`src/rtl/inst_issue_queue.sv`:
```
// inst_issue_queue: in-order issue FIFO with a register scoreboard that holds
// the head back until every source/destination it touches has no pending write.
module inst_issue_queue #(
  parameter int DEPTH = 4
) (
  input  logic                     clk,
  input  logic                     rst_n,
  input  logic                     in_valid,
  output logic                     in_ready,
  input  logic [102:0]             in_inst,
  output logic                     out_valid,
  input  logic                     out_ready,
  output logic [102:0]             out_inst,
  input  logic                     wb_valid,
  input  logic [4:0]               wb_rd,
  input  logic                     flush,
  output logic [$clog2(DEPTH):0]   count,
  output logic [31:0]              busy_vec
);
  localparam int AW = $clog2(DEPTH);
  logic [102:0] mem [DEPTH];
  logic [AW-1:0] head, tail;
  logic [31:0] busy, busy_set, busy_clr;
  logic [102:0] hd;
  logic [6:0] op;
  logic [4:0] rs1, rs2, rd;
  logic rw, rs1_used, rs2_used, hazard, empty, enq, iss;
  assign hd  = mem[head];
  assign op  = hd[70:64];
  assign rs1 = hd[63:59];
  assign rs2 = hd[58:54];
  assign rd  = hd[53:49];
  assign rw  = hd[0];
  assign rs1_used = !(op == 7'b0110111 || op == 7'b0010111 || op == 7'b1101111);
  assign rs2_used = op == 7'b0110011 || op == 7'b0100011 || op == 7'b1100011;
  assign hazard = (rs1_used & busy[rs1]) | (rs2_used & busy[rs2]) | (rw & busy[rd]);
  assign empty = count == '0;
  // Full check uses registered count only, so a draining head never frees a slot early.
  assign in_ready  = (count < (AW+1)'(DEPTH)) & ~flush;
  assign out_valid = ~empty & ~hazard & ~flush;
  assign out_inst  = empty ? '0 : hd;
  assign enq = in_valid & in_ready;
  assign iss = out_valid & out_ready;
  assign busy_vec = busy;
  // Issue-set is applied after writeback-clear so a same-cycle collision stays busy.
  assign busy_set = (iss && rw && rd != 5'd0) ? (32'd1 << rd) : '0;
  assign busy_clr = wb_valid ? (32'd1 << wb_rd) : '0;
  always_ff @(posedge clk) begin
    if (enq) mem[tail] <= in_inst;
  end
  always_ff @(posedge clk or negedge rst_n) begin
    if (!rst_n) begin
      head  <= '0;
      tail  <= '0;
      count <= '0;
      busy  <= '0;
    end else begin
      busy <= (busy & ~busy_clr) | busy_set;
      if (flush) begin
        head  <= '0;
        tail  <= '0;
        count <= '0;
      end else begin
        if (enq) tail <= tail + 1'b1;
        if (iss) head <= head + 1'b1;
        count <= count + (AW+1)'(enq) - (AW+1)'(iss);
      end
    end
  end
endmodule

```
`config.mk`:
```
export PLATFORM = sky130hd
export DESIGN_NAME = inst_issue_queue
export DESIGN_NICKNAME = d
export VERILOG_FILES = /design/src/rtl/inst_issue_queue.sv
export SDC_FILE = /design/constraint.sdc
export NUM_CORES = 1
export LEC_CHECK = 0
export ABC_AREA = 1
export CORE_AREA = 4 4 185 187
export DETAILED_ROUTE_END_ITERATION = 6
export DIE_AREA = 0 0 189 191
export PLACE_DENSITY = 0.87
export SLEW_MARGIN = 20
export SYNTH_ARGS = -nofsm -noshare
export SYNTH_HDL_FRONTEND = slang
export SYNTH_SLANG_ARGS = --single-unit
```
`constraint.sdc`:
```
create_clock -name clk -period 14.9 [get_ports clk]
set_input_delay 1.49 -clock clk [delete_from_list [all_inputs] [get_ports clk]]
set_output_delay 1.49 -clock clk [all_outputs]
set_load 0.05 [all_outputs]
```
==> impl_results.md, run 1 <==
* Post-Route Setup TNS at 0 ns
* Clock buffers created by TritonCTS at 44
* Top fanout value on the critical path at 107
* Number of distinct library cell variants in the gate-level netlist after synthesis at 37
* TritonCTS clock tree: done
* Layout overhead on the synthesized area at 22.13%
* Tightest Pin Transition at 1.111 ns
* First drt pass iteration count at 7
* Primary FF master, synth: edfxtp_1
* Simple-Gate Fraction of Synth Area at 16.81%
* Count of final setup violators at 0
* # H-tree levels at 2
* Cell leakage power at 8.433 nW
* Worst min path class: register to register
* Post-DP HPWL at 30.68 mm
* Initial antenna violation count at 5
* IR drop worst, VDD at 0.1944 mV
* Number of maximum-capacitance constraint violations at 0
* Final number of max-transition violations at 0
* Post-synthesis compound-gate area fraction at 9.582%
* Post-synth EDFFs at 412
* Initial core utilization at 59.46%
* Share of cells above drive strength 1 at 5.977%
* Power density of the placed cells at 184.3 nW/µm²
* Leading cell type in the layout, fill and taps excluded: edfxtp_1
* Ranking of synthesized cells by area: edfxtp_1 (64%), nor2_1 (7.5%), dfrtp_1 (5.1%), o21ai_0 (4.5%), nand2_1 (4.2%)
* Kind of start point of the critical path: register
* Net count, final at 2079
* Area of the multi-input gates at 5246 µm²
* Utilization of the core after routing at 72.62%
* Num ports at 254
* Final worst-path cycle share at 43.20%
* First-pass GRT wire length at 78.27 mm
* Total global-route track usage at 27.82%
* Final hold violation count at 0
* CP Data Arrival Time at 4.95 ns
* Yosys reg bits at 451
* Leftover overflow at the end of global routing at 0
* Upper clock frequency limit at 0.1554 GHz
* Syn Inst Count at 1748
* Main combinational cell family by area after synthesis: simple AND/OR/NAND/NOR gates
* Count of nets left with antenna violations after detail routing at 0
* Number of rows in the core area at 66
* Number of sinks driven by the clock tree at 451
* Data required, critical path at 13.41 ns
* Post-detailed-routing wire length at 51.60 mm
* Cell type contributing the most total cell area after synthesis: edfxtp_1
* Worst-case hold slack at 0.5635 ns
* Buffers inserted by post-CTS timing repair at 0
* Root Driver: clkbuf_16
* Total via count in the routed design at 14290
* Mean number of vias per cell at 5.870
* Setup CP Type: register to primary output
* Proportion of register bits with asynchronous set or reset after synthesis at 8.647%
* Multiplexer fraction of the synthesized cell area at 0%
* Y dimension of the die at 191 µm
* Clock edge transition at the registers on the reported setup and hold paths at 0.06 ns
* Highest-count cells in the layout ignoring fill and taps: edfxtp_1 (412), nor2_1 (381), clkdlybuf4s50_1 (252)
* Clock insertion delay at the later pin of the skew report at 0.55 ns
* Mapped Area at 19300 µm²
* Starting DRC count in detailed routing at 1618
* Fraction of the mapped netlist area in adder cells at 0.4927%
* Outcome: finished clean
* Sequential share of the synthesized area at 69.16%
* Placeable Area at 32450 µm²
* Width of the chip at 189 µm
* Post-CTS sizing at 0
* Fin crit period at 6.437 ns
* Routability Congestion at 0.9652
* YS warnings at 0
* Worst Clk Skew at 0.02058 ns
* Pin count of the biggest net entering global routing at 112
* Via count of the first global-routing pass at 13940
* Share of the synthesized area in the top cell type at 64.11%
* Kind of capture point of the worst setup path: primary output
* Filler Cell Count at 2089
* Cts-stage hold buffer count at 0
* Post-synthesis share of cell area spent on xor and xnor gates at 0.09077%
* Area of the die at 36100 µm²
* DRC violation count after routing at 0
* Post-detailed-route wirelength per cell at 21.20 µm
* Mean cell area of the mapped netlist at 11.04 µm²
* Maximum number of buffers from clock root to sink at 3
* Setup repair after global routing missed its margin: no
* Number of I/O port buffers at 253
* Footprint of the flip-flops and latches at 13360 µm²
* Net count after synthesis at 1869
* Normalized max-slew margin at 25.96%
==> layer usage <==
layer	track usage, %	up-vias	routed length [µm]
li1	-	6519	-
met1	37.39	6914	20050
met2	45.29	740	24840
met3	7.432	107	5248
met4	8.184	8	1407
met5	0	-	47
==> worst paths after layout <==
kind	from	endpoint	slack, ns	depth (start not counted)
worst max-delay path	head[0]	out_valid	8.46	14
worst min-delay path	tail[0]	tail[0]	0.56	1
worst max register to register	head[0]	count[2]	9.82	22
worst min register to register	tail[0]	tail[0]	0.56	1
max in group asynchronous	rst_n	head[1]	13.13	1
min in group asynchronous	rst_n	busy_vec[3]	1.09	1
==> synth_stat cells (2+ instances only) <==
library cell    n
o21ai_1         3
a21boi_0        3
nor3_1         17
a32oi_2         3
buf_1           7
a32o_1          2
nand3_2         4
o21bai_1       19
nand2_1       214
buf_2          16
xor2_1          2
nand3_1       132
o22a_1          2
clkinv_1        2
dfrtp_1        39
inv_2           7
nand2_2         3
nand3b_1        3
o21ai_0       174
buf_6           7
o21bai_2       10
nand4_1         4
inv_1          58
nor2_1        387
buf_4           8
or2_1          11
clkbuf_1       66
a32oi_1         5
ha_1            6
edfxtp_1      412
a21oi_1       111
nor4_1          6
==> per-stage QoR <==
| stage | std cells | total power [mW] | setup WS, ns | instance area (µm²) |
|---|---|---|---|---|
| after floorplan | 1748 | 2.659 | 7.418 | 19300 |
| after global placement | 2352 | 3.200 | 8.579 | 22030 |
| after CTS | 2431 | 4.347 | 7.889 | 23520 |
| after detailed placement | 2352 | 3.222 | 8.486 | 22040 |
| final | 2434 | 4.344 | 8.463 | 23570 |
| after global routing | 2434 | 4.521 | 8.171 | 23570 |
==> cell type report <==
class	count	share of cell area [%]
repair buffers	268	11.36
well taps	442	2.346
inverters	67	1.088
diodes	1	0.01062
multi-input cells	1126	22.26
flip-flops and latches	451	56.66
clock buffers	55	4.974
clock inverters	24	1.301
==> worst max-delay path, stage by stage, from the launching register on <==
cell	delay, ns
dfrtp_4	0.80
buf_6	0.69
nand2_1	0.11
nand3_1	0.40
nand2_2	0.40
o21ai_0	0.30
nand2_1	0.08
nand3_1	0.09
nand3_1	0.09
nand2_1	0.07
nand2_1	0.06
nand3_1	0.10
nand2_1	0.07
nor2_2	0.14
clkdlybuf4s50_1	0.83
==> cell families (layout without fill, tap and decap cells) <==
group,Yosys count,after routing
DFF,451,451
adders and majority gates,7,7
AOI/OAI and AO/OA,332,332
xor gates and xnor gates,2,2
other,0,1
and+or+nand+nor,785,785
buffers and inverters,171,414
==> where the power goes <==
group	internal [mW]	total, mW	leakage (nW)	switching, mW
clock	0.666	1.13	0.712	0.460
combinational	0.472	1.66	3.50	1.18
sequential	1.48	1.56	4.22	0.0806
==> sequential cells by signal, indices dropped and copies added (netlist names) <==
signal / flops
mem: 412
busy_vec: 32
count: 3
head: 2
tail: 2
Note: power is estimated with default switching activity, not from simulation.
==> run 2: changes to the inputs <==
Settings changed: CORE_AREA 4 4 185 187 to 4 4 202 204, DIE_AREA 0 0 189 191 to 0 0 206 208, PLACE_DENSITY 0.87 to 0.78.
Clock period 14.9 ns to 5.64 ns, I/O delays scaled along.
==> run 2 against run 1 <==
Net effect: the run now ends with design-rule violations left; clock power grew to 2.7 times the previous value; first-iteration DRC count is 30% lower; critical path type unchanged; clock skew is 0.0077 ns lower; global-route usage is 4.0 points lower; power grew to 2.7 times the previous value; die area is 19% higher; cell count is 4.1% higher; highest routed layer unchanged.
==> impl_results.md, run 2 (synthesis results as in run 1) <==
* Outcome: finished, violations left
* Failing checks: design-rule violations
* Count of buffering cells on the critical path with inverters included at 2
* Tightest Pin Transition at 1.075 ns
* Number of rows in the core area at 73
* Layout overhead on the synthesized area at 23.13%
* # H-tree levels at 2
* Count of nets left with antenna violations after detail routing at 0
* Starting DRC count in detailed routing at 1138
* TritonCTS clock tree: done
* Fin crit period at 4.995 ns
* Pin count of the biggest net entering global routing at 117
* Root Driver: clkbuf_16
* Share of cells above drive strength 1 at 6.477%
* Routability Congestion at 0.9392
* Maximum number of buffers from clock root to sink at 3
* Cts-stage hold buffer count at 0
* Clock edge transition at the registers on the reported setup and hold paths at 0.06 ns
* DRC violation count after routing at 4
* Number of flip-flops under the largest register name at 412
* Number of maximum-capacitance constraint violations at 0
* Register with the highest flop count: mem
* Data required, critical path at 5.08 ns
* Clock insertion delay at the later pin of the skew report at 0.58 ns
* Area of the die at 42850 µm²
* Post-detailed-route wirelength per cell at 20.64 µm
* Final instance count without filler cells at 2533
* Post-detailed-routing wire length at 52.27 mm
* Final worst-path cycle share at 88.57%
* Top fanout value on the critical path at 54
* Net count, final at 2091
* Worst min path class: primary input to asynchronous set/reset pin
* First drt pass iteration count at 7
* Upper clock frequency limit at 0.2002 GHz
* Standard cell with the maximum stage delay on the critical path: clkdlybuf4s50_1
* Leading cell type in the layout, fill and taps excluded: edfxtp_1
* Reg2Reg Capture Point: count[2]
* Area of placed instances at 22250 µm²
* Critical Path Most Common Cell: nand2_1
* Setup repair after global routing missed its margin: no
* Width of the chip at 206 µm
* IR drop worst, VDD at 0.5074 mV
* First-pass GRT wire length at 79.05 mm
* Num ports at 254
* Setup CP Type: register to primary output
* R2R cell count at 22
* Crit-path leading delay family: simple AND/OR/NAND/NOR gates
* Number of I/O port buffers at 253
* CP max stage delay at 0.88 ns
* Worst-case register-to-register setup slack at 1.23 ns
* Initial core utilization at 49.14%
* CP Data Arrival Time at 4.43 ns
* Post-CTS sizing at 0
* Start of the worst register-to-register path: head[1]
* Count of final setup violators at 0
* Initial antenna violation count at 9
* Total via count in the routed design at 13990
* Total global-route track usage at 23.77%
* Placeable Area at 39280 µm²
* Leftover overflow at the end of global routing at 0
* Kind of capture point of the worst setup path: primary output
* Clock buffers created by TritonCTS at 45
* Highest-count cells in the layout ignoring fill and taps: edfxtp_1 (412), nor2_1 (382), clkdlybuf4s50_1 (252)
* Worst Clk Skew at 0.01288 ns
* Normalized max-slew margin at 28.07%
* Worst path cell trace: inv_4, nand3_1, nand2_2, nand2_1, o21ai_0, nand2_1, nand3_1, nand2_1, nand2_1, nand3_1, nand3_1, nand2_1, nor2_2, clkdlybuf4s50_1
* Mean number of vias per cell at 5.522
* Final hold violation count at 0
* Cell leakage power at 8.501 nW
* Utilization of the core after routing at 60.50%
* Number of cells after detailed placement at 2448
* Post-Route Setup TNS at 0 ns
* Y dimension of the die at 208 µm
* Kind of start point of the critical path: register
* Final number of max-transition violations at 0
* Post-DP HPWL at 32.39 mm
* Number of sinks driven by the clock tree at 451
* Via count of the first global-routing pass at 13740
* Final Cell Area at 23760 µm²
* Buffers inserted by post-CTS timing repair at 0
* Power density of the placed cells at 484.8 nW/µm²
## run 2: power breakdown
group          internal, mW  leakage (nW)  switching, mW
Combinational          1.25          3.55           3.15
Sequential             3.91          4.22          0.186
Clock                  1.77         0.731           1.25
Total                  6.94          8.50           4.58
## run 2: per-stage QoR
stage	hold slack (ns)	setup WS (ns)	power (mW)
4_1_cts	0.1403	0.6758	11.57
6_report	0.1388	0.6447	11.52
3_5_place_dp	0.5557	1.302	8.545
3_3_place_gp	0.5411	1.338	8.529
2_1_floorplan	0.2684	-1.005	7.024
5_1_grt	0.2014	0.2608	12.00
## run 2: layer usage
| metal | vias up | global-route usage [%] | share of wire [%] |
|---|---|---|---|
| met5 | - | 0 | 0.20 |
| met4 | 16 | 8.605 | 3.2 |
| met3 | 115 | 7.622 | 11 |
| met2 | 631 | 38.19 | 47 |
| met1 | 6692 | 30.45 | 38 |
| li1 | 6533 | - | - |
## run 2: how the worst max path moves through the flow
stage,start,end,slack [ns],cells after the start
3_5_place_dp,head[1],count[2],1.30,22
3_3_place_gp,head[1],count[2],1.34,22
5_1_grt,head[1],out_valid,0.26,14
4_1_cts,head[1],out_valid,0.68,14
2_1_floorplan,count[2],mem[0][0],-1.01,3
6_report,head[1],out_valid,0.64,14
## run 2: area by class of cell
type	count	area (µm²)
inverters	67	256.5
well taps	525	656.9
repair buffers	279	2735
clock buffers	50	1166
multi-input cells	1126	5244
clock inverters	34	346.6
diodes	1	2.502
fillers	3099	15510
flip-flops and latches	451	13360
## run 2: worst reg2reg max path, stage by stage (launching register included)
cell	delay [ns]
dfrtp_4	0.49
inv_4	0.51
nand3_1	0.56
nand2_2	0.53
nand2_1	0.09
o21ai_0	0.09
nand2_1	0.07
nand3_1	0.09
nand2_1	0.06
nand2_1	0.07
nand3_1	0.10
nand3_1	0.11
nand2_1	0.07
nor2_2	0.14
nand2_1	0.14
inv_1	0.10
ha_1	0.23
inv_1	0.06
ha_1	0.13
inv_1	0.05
fa_1	0.39
xor2_1	0.16
nor2_1	0.05
==> run 3: changes to the inputs <==
Settings changed: ABC_CLOCK_PERIOD_IN_PS set to 5640.
==> results of run 3 <==
Same layout as run 2: the final DEF is identical, and so are final timing and power.
==> edit 1: new RTL, config.mk and constraints of run 2 <==
The parameter `DEPTH` goes from 4 to 2.
--- a/src/rtl/inst_issue_queue.sv
+++ b/src/rtl/inst_issue_queue.sv
@@ -2,5 +2,5 @@
 // the head back until every source/destination it touches has no pending write.
 module inst_issue_queue #(
-  parameter int DEPTH = 4
+  parameter int DEPTH = 2
 ) (
   input  logic                     clk,
Ports: changed (resized count); port bits go from 254 to 253. No check against the original RTL was run, so the function may have changed too.
==> edit 1 against run 2 <==
Die area unchanged; sequential cell count down 209; wire length down 37%; total power down 58%; final area down 38%; first-iteration DRC count down 39%; setup slack better by 0.32 ns; synthesized area down 43%; critical path type unchanged; largest cell class unchanged; highest routed layer unchanged.
==> edit 1: results (changes against run 2) <==
proportion of layout cells with a drive suffix above 1=0.0471 (-0.0176); Fin Hold WS=0.156 ns (+0.0169 ns); async set-reset flop share out of synthesis=0.149 (+0.0623); Routability Congestion=0.925 (-1.5%); LEAKAGE=5.51 nW (-35%); Syn Nets=1229 (-34%); Reg2Reg Launch Point=head$_DFFE_PN0P_; H-tree depth=1 (-1); CP Max Fanout=51 (-5.6%); antenna violations before repair=4 (-5); synth cell count leaders=370 x nand2_1, 206 x edfxtp_1, 101 x nand3_1; Netlist cell types=29 (-22%); first-pass GRT wire length=49500 um (-37%); outcome=finished, final reports clean; cts bufs inserted=27 (-40%); R2R Path End=count[1]$_DFF_PN0_; register area share after synthesis=0.649 (-0.0431); Tightest Pin Transition=0.910 ns (-0.165 ns); dpl hpwl=22500 um (-30%); port buffer count=252 (-0.40%); clock skew=0.0107 ns (-0.00221 ns); r2r worst-path depth=20 (-9.1%); Worst R2R Setup Slack=1.62 ns (+0.39 ns); Clock Latency Late Sink=0.54 ns (-0.04 ns); Psw=0.00156 W (-66%)
-- edit 1: changes by cell type after synthesis, sizes merged, moves of 10 or more --
cell / before / now
nand2: 218 / 376
nor2: 388 / 72
nor3: 17 / 5
buf: 38 / 25
a21oi: 111 / 81
nand4: 4 / 36
o21bai: 29 / 0
nand3: 136 / 101
edfxtp: 412 / 206
o21ai: 177 / 51
or2: 13 / 3
clkbuf: 66 / 38
-- edit 1: cell type report --
type | instances | area (sq um)
antenna | 1 | 2.50
clock buffer | 34 | 702
clock inverter | 13 | 100
inverter | 71 | 268
fill | 3788 | 24500
timing repair buffer | 261 | 2620
tap | 525 | 657
sequential | 242 | 7090
multi-input combinational | 737 | 3280
-- edit 1: routing by layer --
layer  part of all wire  global-route usage
met1               0.39               0.190
met2               0.46               0.232
met3               0.11              0.0472
met4              0.038              0.0503
met5             0.0012                   0
-- edit 1: kinds of logic after synthesis --
logic type | share of synthesized area
compound gates | 0.0639
xor+xnor | 0.00160
fa+ha+maj | 0.00229
buf+inv | 0.0529
flops | 0.649
mux | 0.00183
simple gates | 0.229
-- edit 1: how the worst min path moves through the flow --
stage                          start                endpoint  cells past startpoint
CTS                            rst_n  busy_vec[16]$_DFF_PN0_                      1
global route                   rst_n   busy_vec[2]$_DFF_PN0_                      1
global placement    tail$_DFFE_PN0P_        tail$_DFFE_PN0P_                      1
floorplan                      rst_n   busy_vec[0]$_DFF_PN0_                      0
finish                         rst_n  busy_vec[27]$_DFF_PN0_                      1
detailed placement  tail$_DFFE_PN0P_        tail$_DFFE_PN0P_                      1
-- edit 1: metrics by stage --
step                      total power [W]  worst slack, ns  instances  setup TNS, ns  area, sq um
final                             0.00488            0.960       1884              0        14700
after global routing              0.00509            0.661       1884              0        14700
after CTS                         0.00494            0.940       1883              0        14700
after detailed placement          0.00331             1.54       1836              0        13900
after global placement            0.00330             1.62       1836              0        13900
after floorplan                   0.00287           -0.890       1113        -183.34        10900
-- edit 1: power groups by stage --
stage | Combinational (W) | Sequential [W] | Clock (W)
finish | 0.00117 | 0.00210 | 0.00161
global route | 0.00126 | 0.00210 | 0.00173
global placement | 0.00117 | 0.00213 | 0
CTS | 0.00119 | 0.00210 | 0.00166
floorplan | 0.000716 | 0.00215 | 0
detailed placement | 0.00118 | 0.00213 | 0
==> edit 2: new RTL, config.mk and constraints of run 2 <==
Made on the original files. Register the output `count` once more, without a reset; this adds one clock of latency there. The other outputs are not delayed to match. Comments in the files are not updated.
--- a/src/rtl/inst_issue_queue.sv
+++ b/src/rtl/inst_issue_queue.sv
@@ -19,4 +19,6 @@
 );
   localparam int AW = $clog2(DEPTH);
+
+  logic [$clog2(DEPTH):0] count_s0;
   logic [102:0] mem [DEPTH];
   logic [AW-1:0] head, tail;
@@ -35,7 +37,7 @@
   assign rs2_used = op == 7'b0110011 || op == 7'b0100011 || op == 7'b1100011;
   assign hazard = (rs1_used & busy[rs1]) | (rs2_used & busy[rs2]) | (rw & busy[rd]);
-  assign empty = count == '0;
+  assign empty = count_s0 == '0;
   // Full check uses registered count only, so a draining head never frees a slot early.
-  assign in_ready  = (count < (AW+1)'(DEPTH)) & ~flush;
+  assign in_ready  = (count_s0 < (AW+1)'(DEPTH)) & ~flush;
   assign out_valid = ~empty & ~hazard & ~flush;
   assign out_inst  = empty ? '0 : hd;
@@ -53,5 +55,5 @@
       head  <= '0;
       tail  <= '0;
-      count <= '0;
+      count_s0 <= '0;
       busy  <= '0;
     end else begin
@@ -60,12 +62,16 @@
         head  <= '0;
         tail  <= '0;
-        count <= '0;
+        count_s0 <= '0;
       end else begin
         if (enq) tail <= tail + 1'b1;
         if (iss) head <= head + 1'b1;
-        count <= count + (AW+1)'(enq) - (AW+1)'(iss);
+        count_s0 <= count_s0 + (AW+1)'(enq) - (AW+1)'(iss);
       end
     end
   end
+  always_ff @(posedge clk) begin
+    count <= count_s0;
+  end
+
 endmodule
 
Check against the original RTL: not equivalent (Yosys sat finds a counterexample within 4 cycles, from zero or initial values and one cycle with rst_n low).
==> edit 2 against run 2 <==
Setup slack got worse by 0.23 ns; register-to-register slack got worse by 0.25 ns; total power is 0.94% higher; non-clock buffer count fell by 3; wire length decreased by 0.65%; synthesized area increased by 0.31%; final area grew 0.56%; sequential cell count is 3 higher; critical path type unchanged; critical endpoint unchanged.
==> edit 2: results (changes against run 2) <==
outcome=finished, final reports clean; vias=14100 (+0.89%); router iterations before antenna repair=5 (-2); register area share after synthesis=0.693 (+0.000957); Synth warnings=0 (unchanged); Top Metal Used=met5; Max stage delay on crit path=0.87 ns; async set-reset flop share out of synthesis=0.0859 (-0.000571); Routability Congestion=0.961 (+2.3%); leading register cell type out of synthesis=edfxtp_1; dpl hpwl=31900 um (-1.5%); Largest Register=mem; top post-synthesis cells by area=edfxtp_1 64%, nor2_1 7.5%, dfrtp_1 5.0%; GRT Resource Usage Total=0.236 (-0.00145); synth cell count leaders=412 x edfxtp_1, 387 x nor2_1, 214 x nand2_1; maximum VDD drop=0.000375 V (-26%); Syn Nets=1872 (+0.16%); met2 WL=24300 um (-1.2%); Tightest Pin Transition=1.06 ns (-0.0103 ns); clock-pin slew on the worst setup and hold paths=0.06 ns (about the same); LEAKAGE=8.56 nW (+0.64%); M1 WL=20800 um (+3.2%); proportion of layout cells with a drive suffix above 1=0.0662 (+0.00146); Netlist cell types=38 (+2.7%); CP Max Fanout=54 (unchanged); wire length on met3=5230 um (-10%); nets@finish=2093 (+0.096%); Crit-path slowest cell=clkdlybuf4s50_1; Non-Filler Instances=2535 (+0.079%); cts bufs inserted=47 (+4.4%); Root Driver=clkbuf_16; DRT iter0 DRCs=1011 (-11%); H-tree depth=2 (unchanged); antenna violations before repair=7 (-2); Wirelength per Cell=20.5 um (-0.73%); Hold/Removal Path Class=in -> async; worst endpoint data arrival time=4.66 ns (+0.23 ns); met3 Use GR=0.0678 (-0.00842); clock skew=0.0146 ns (+0.00176 ns); Max clock buf depth=3 (unchanged); Clock Latency Late Sink=0.59 ns; grt met1 use=0.315 (+0.0105); GRT met2 Usage=0.375 (-0.00726); Placement Setup Slack=0.946 ns (-0.356 ns); DP Area=22300 sq um (+0.32%); first-pass GRT wire length=78500 um (-0.68%); dpl cells=2447 (-0.041%); Reg area=13400 sq um (+0.45%); pin count of the biggest net entering global routing=93 (-21%); max reg flops=412 (unchanged); Layout fillers=3035 (-2.1%); Avg Inst Size Synth=11.1 sq um (+0.14%)
[edit 2: cell types whose count changed after synthesis, sizes merged]
cell	before	now
dfxtp	0	3
[edit 2: area by class of cell]
cell class | count | area share
repair buffers | 276 | 0.116
well taps | 525 | 0.0275
clock inverters | 29 | 0.0124
flip-flops and latches | 454 | 0.561
diodes | 2 | 0.000209
clock buffers | 56 | 0.0524
inverters | 67 | 0.0107
multi-input cells | 1126 | 0.220
[edit 2: power breakdown]
group / total (W) / leakage (nW) / internal [W] / switching [W]
logic: 0.00440 / 3.55 / 0.00126 / 0.00314
clock network: 0.00309 / 0.761 / 0.00182 / 0.00127
registers: 0.00414 / 4.25 / 0.00394 / 0.000201
total: 0.0116 / 8.56 / 0.00702 / 0.00461
[edit 2: cell families after synthesis]
kind of cell | count (synthesis) | share of synthesized area
and+or+nand+nor | 785 | 0.168
xor gates and xnor gates | 2 | 0.000905
DFF | 454 | 0.693
adders and majority gates | 7 | 0.00491
buffers and inverters | 171 | 0.0385
AOI/OAI and AO/OA | 332 | 0.0955
[edit 2: path summary, 6_finish.rpt]
path | startpoint | slack, ns | endpoint | cells past startpoint
max | head[0]$_DFFE_PN0P_ | 0.42 | out_valid | 15
min | rst_n | 0.12 | busy_vec[23]$_DFF_PN0_ | 1
max reg2reg | head[0]$_DFFE_PN0P_ | 0.98 | count_s0[2]$_DFF_PN0_ | 23
min reg2reg | count_s0[2]$_DFF_PN0_ | 0.44 | count[2]$_DFF_P_ | 0
max in group asynchronous | rst_n | 4.85 | head[0]$_DFFE_PN0P_ | 1
min in group clk | count_s0[2]$_DFF_PN0_ | 0.44 | count[2]$_DFF_P_ | 0
[edit 2: repair_timing]
item | 4_1_cts | 5_1_grt
hold buffers | 0 | 0
endpoints found under the setup margin | 0 | 1
gates resized for setup | 0 | 1
